==> config.mk <==
export PLATFORM = sky130hd
export DESIGN_NAME = mux_scan_ctrl
export DESIGN_NICKNAME = d
export VERILOG_FILES = /design/src/rtl/mux_scan_pkg.sv /design/src/rtl/mux_scan_dwell_cnt.sv /design/src/rtl/mux_scan_ctrl.sv
export SDC_FILE = /design/constraint.sdc
export NUM_CORES = 1
export LEC_CHECK = 0
export BUFFER_PORTS_ARGS = -buffer_cell sky130_fd_sc_hd__clkbuf_2
export CAP_MARGIN = 10
export CORE_MARGIN = 5
export CORE_UTILIZATION = 50
export CTS_CLUSTER_DIAMETER = 60
export DETAILED_ROUTE_END_ITERATION = 7
export MAX_ROUTING_LAYER = met4
export PLACE_DENSITY = 0.71
export SETUP_SLACK_MARGIN = 0.05
export SLEW_MARGIN = 20
export SYNTH_ARGS = -nofsm -noshare
export SYNTH_HDL_FRONTEND = slang
export SYNTH_HIERARCHICAL = 1
export SYNTH_SLANG_ARGS = --single-unit
==> constraint.sdc <==
create_clock -name clk -period 1.8 [get_ports clk]
set_clock_uncertainty 0.1 [all_clocks]
set_input_delay 0.18 -clock clk [delete_from_list [all_inputs] [get_ports clk]]
set_output_delay 0.18 -clock clk [all_outputs]
set_load 0.02 [all_outputs]
==> src/rtl/mux_scan_pkg.sv <==
// Shared encodings for the two-channel mux scan sequencer.
// The state and channel constants are used by mux_scan_ctrl.
package mux_scan_pkg;

  typedef enum logic [1:0] {
    IDLE = 2'd0,
    CH0  = 2'd1,
    CH1  = 2'd2,
    DONE = 2'd3
  } state_t;

  localparam logic CH_SEL0 = 1'b0;
  localparam logic CH_SEL1 = 1'b1;

endpackage

==> src/rtl/mux_scan_dwell_cnt.sv <==
// Dwell counter for mux_scan_ctrl. The counter clears or increments each cycle.
// `last` is a registered flag that is high while cnt == DWELL-1.
module mux_scan_dwell_cnt #(
  parameter int DWELL = 4,
  parameter int CNT_W = 4
) (
  input  logic clk,
  input  logic rst,
  input  logic clr,
  input  logic en,
  output logic last
);

  localparam logic [CNT_W-1:0] LAST_VAL = CNT_W'(DWELL - 1);

  logic [CNT_W-1:0] cnt;
  logic [CNT_W-1:0] cnt_nxt;

  // NOTE: always_comb assigns cnt_nxt a default first, so no path infers a latch.
  always_comb begin
    cnt_nxt = cnt;
    if (clr)
      cnt_nxt = '0;
    else if (en)
      cnt_nxt = cnt + CNT_W'(1);
  end

  // last is computed from the next count, so it stays aligned with cnt.
  always_ff @(posedge clk or posedge rst) begin
    if (rst) begin
      cnt  <= '0;
      last <= (LAST_VAL == '0);
    end else begin
      cnt  <= cnt_nxt;
      last <= (cnt_nxt == LAST_VAL);
    end
  end

endmodule

==> src/rtl/mux_scan_ctrl.sv <==
// Sequencer that scans two sources through a shared 2:1 mux. It drives sel,
// dwells on each channel, captures mux_o, and pulses valid when the scan ends.
// Optional MUX_SCAN_CONTINUOUS_EN: scans repeat back-to-back until stop.
module mux_scan_ctrl
  import mux_scan_pkg::*;
#(
  parameter int DWELL = 4,
  parameter int CNT_W = 4
) (
  input  logic       clk,
  input  logic       rst,
  input  logic       start,
  input  logic       stop,
  input  logic       mux_o,
  output logic       sel,
  output logic [1:0] sample,
  output logic       valid,
  output logic       busy
);

  state_t state;
  logic   dwelling;
  logic   last;

  // While the FSM is not dwelling, the counter is held at zero.
  // Each channel therefore starts counting from a clean count.
  assign dwelling = (state == CH0) || (state == CH1);

  mux_scan_dwell_cnt #(
    .DWELL (DWELL),
    .CNT_W (CNT_W)
  ) u_dwell_cnt (
    .clk  (clk),
    .rst  (rst),
    .clr  (!dwelling || stop || last),
    .en   (dwelling),
    .last (last)
  );

  // NOTE: all state and output registers use non-blocking assignments.
  // Each register updates from the values that were current before the edge.
  always_ff @(posedge clk or posedge rst) begin
    if (rst) begin
      state  <= IDLE;
      sel    <= CH_SEL0;
      sample <= 2'b00;
      valid  <= 1'b0;
      busy   <= 1'b0;
    end else begin
      valid <= 1'b0;
      case (state)
        IDLE: begin
          if (start && !stop) begin
            state <= CH0;
            busy  <= 1'b1;
          end
          sel <= CH_SEL0;
        end
        CH0: begin
          if (stop) begin
            state <= IDLE;
            busy  <= 1'b0;
          end else if (last) begin
            sample[0] <= mux_o;
            state     <= CH1;
            sel       <= CH_SEL1;
          end
        end
        CH1: begin
          if (stop) begin
            state <= IDLE;
            sel   <= CH_SEL0;
            busy  <= 1'b0;
          end else if (last) begin
            sample[1] <= mux_o;
            state     <= DONE;
            sel       <= CH_SEL0;
            valid     <= 1'b1;
          end
        end
        DONE: begin
`ifdef MUX_SCAN_CONTINUOUS_EN
          if (stop) begin
            state <= IDLE;
            busy  <= 1'b0;
          end else begin
            state <= CH0;
          end
`else
          state <= IDLE;
          busy  <= 1'b0;
`endif
        end
        default: begin
          state <= IDLE;
          sel   <= CH_SEL0;
          busy  <= 1'b0;
        end
      endcase
    end
  end

endmodule

==> reports/results.ini <==
[sta]
timing.max_slew.rel_slack = 0.8143
tightest_slew_ps = 278.3
finalHoldViolations = 0
final_min_period_over_clock_period = 0.9338
setup_total_negative_slack_ps = 0
final.min_clock_period_ps = 1681
pins_over_slew_limit = 0
maximum_clock_frequency_mhz = 594.9
rsz_0062_raised_after_global_routing = false
final-setup-viol-count = 0
post-route-worst-setup-slack_ps = 119.2

[yosys]
synth.top_cells.by_count = dfrtp_1 (12), ha_1 (8), inv_1 (7), a21oi_1 (6), nor2_1 (6)
synthDistinctLibCells = 22
edff_count_synth = 0
post_synth_instance_area_um2 = 670.6
dominantRegCellSynth = dfrtp_1
synth.top_cells.by_area = dfrtp_1 (45%), ha_1 (15%), a21oi_1 (4.5%)
complex_gate_fraction_of_the_synthesized_area = 0.09142
syn-num-nets = 76
syn_area_per_cell_um2 = 10.65
yosys_warnings = 6
postSynthRegisterBits = 12
post_synth_mux_area_share = 0.08396
synth_simple_gate_area_frac = 0.1418
yosysSeqAreaShare = 0.4478
synth_xor_xnor_area_share = 0.03918
async_flop_share = 1.000
post-synth-top-area-fraction = 0.4478
synthAdderAreaFrac = 0.1493
syn-instance-count = 63
largest_family_of_logic_cells_by_synthesized_area = adder cells
yosys.cell_count.top_type = dfrtp_1
yosys.area.top_type = dfrtp_1

[clocking]
root_buffer = clkbuf_4
clkTransAtPathRegs_ps = 80
tritoncts = built
cts_made_buffers = 3
cts-htree-levels = 1
clock_latency_ps = 280
clock-sinks = 12
clock_path_buffers = 2

[placed_design]
io_buffer_count = 9
dp_hpwl_um = 927
place.detailed.instances = 86
routabilityCongestion = 0.7830
placement.setup.worst_slack_ps = 68.29

[worst_setup_path]
crit_path_max_incr_delay_ps = 450
worstPathCellList = inv_1 > ha_2 > nand4_2 > xor2_1 > and4b_1
worst_path_dominant_cell_family = adder cells
worst-path-buf-inv = 1
worstPathRequired_ps = 1920
timing.critical_path.fanout_max = 9
worst_ep_arrival_time_ps = 1800
criticalPathCategory = register to register
crit_slowest_cell = ha_2
end_kind = register
critPathLaunchType = register

[floorplan]
initial_util = 0.5219
coreArea_mm2 = 0.001285
width_of_the_die_um = 46.63
floorplan.die.height_um = 46.63
top_level_ports = 10
floorplan.rows = 13
floorplan.die_area_mm2 = 0.002174

[layout]
syn_to_final_growth_pct = 16.04
fillCellCount = 103
final-seq-area_um2 = 300.3
fin_cells = 91
multi_input_area_um2 = 341.6
final_core_utilization = 0.6056
layout-drive-gt1-share = 0.2500
finish.net_count = 90
antenna_cells_inserted = 0

[detailed_routing]
num_vias = 470
drt_pass1_iterations = 4
final_antenna_net_count = 0
wirelength_mm = 1.192
route.detailed.wl_per_inst_um = 13.10
viasPerCell = 5.165
drt-initial-drc-count = 24
drc_markers = 0

[global_route]
grt_first_pass_wirelength_mm = 1.863
vias_in_the_first_global_route = 440
all_layer_global_routing_usage = 0.1367
grt-ovfl-total = 0
maximum_number_of_pins_on_one_net_before_global_route_repair = 10
antenna_found_initial = 0

[power]
max-vdd-ir-drop_v = 0.0008771
cellPowerDensity_mw_per_mm2 = 1425
power_leakage_nw = 0.4133
total_power_mw = 1.109

[hold_path]
path_type_of_the_worst_min_delay_path = primary input to register

[status]
result_of_the_run = complete, no violations

[flow_run]
drv_cap = 0

[flip-flops by register name, indices dropped and copies added, names as in the netlist]
| register | cells |
|---|---|
| busy | 1 |
| sample | 2 |
| sel | 1 |
| state | 2 |
| u_dwell_cnt/cnt | 4 |
| u_dwell_cnt/last | 1 |
| valid | 1 |
[cell usage in the layout (no fill, tap or decap), drive strengths merged, types with 2 or more instances in the layout]
cell / instances
ha: 8
inv: 7
a21oi: 6
mux2i: 3
clkbuf: 13
o21ai: 2
dfrtp: 12
nand2: 4
mux2: 2
xor2: 2
nor2: 6
[final cells by class]
| class | count | share of cell area |
|---|---|---|
| multi-input combinational | 43 | 0.4389 |
| tap | 15 | 0.02412 |
| clock buffer | 4 | 0.04662 |
| inverter | 7 | 0.03376 |
| timing repair buffer | 10 | 0.07074 |
| sequential | 12 | 0.3859 |
[path summary, 6_finish.rpt]
| check | slack (ps) | from | cells past startpoint | to |
|---|---|---|---|---|
| max | 120 | state[0] | 5 | u_dwell_cnt/last |
| min | 50 | mux_o | 2 | sample[1] |
| max reg2reg | 120 | state[0] | 5 | u_dwell_cnt/last |
| min reg2reg | 420 | sample[0] | 1 | sample[0] |
| max in group asynchronous | 1120 | rst | 3 | sel |
| min in group asynchronous | 230 | rst | 3 | u_dwell_cnt/last |
[layer usage]
| metal | global-route usage | routed length (um) | vias to the layer above |
|---|---|---|---|
| li1 | - | - | 234 |
| met1 | 0.1544 | 520 | 208 |
| met2 | 0.1978 | 512 | 23 |
| met3 | 0.04688 | 122 | 5 |
| met4 | 0.09945 | 37 | 0 |
| met5 | - | 0 | - |
[metrics by stage]
stage	cell area (um^2)	hold slack, ps
2_1_floorplan	670.6	-141.5
3_3_place_gp	729.5	-17.64
3_5_place_dp	729.5	-14.81
4_1_cts	775.7	54.25
5_1_grt	778.2	46.80
6_report	778.2	48.97
[logic make-up (layout without fill, tap and decap cells)]
kind of cell / count (synthesis) / after routing
AO/OA/AOI/OAI: 10 / 10
XOR/XNOR: 3 / 3
adder cells (fa/ha/maj): 8 / 8
buffers and inverters: 8 / 21
flip-flops: 12 / 12
multiplexers: 5 / 5
AND/OR/NAND/NOR: 17 / 17
[report_power, final]
| group | switching, mW | leakage (nW) | internal [mW] | total [mW] |
|---|---|---|---|---|
| Clock | 0.101 | 0.0210 | 0.123 | 0.224 |
| Sequential | 0.0543 | 0.163 | 0.326 | 0.380 |
| Combinational | 0.289 | 0.229 | 0.216 | 0.505 |
| Total | 0.444 | 0.413 | 0.665 | 1.11 |
[what timing repair did]
action                     4_1_cts  5_1_grt
gates resized for setup          0        1
setup endpoints to repair        0        1
hold endpoints to repair        12        0
setup buffers                    0        0
hold buffers                     1        0
(Power assumes the default switching activity.)
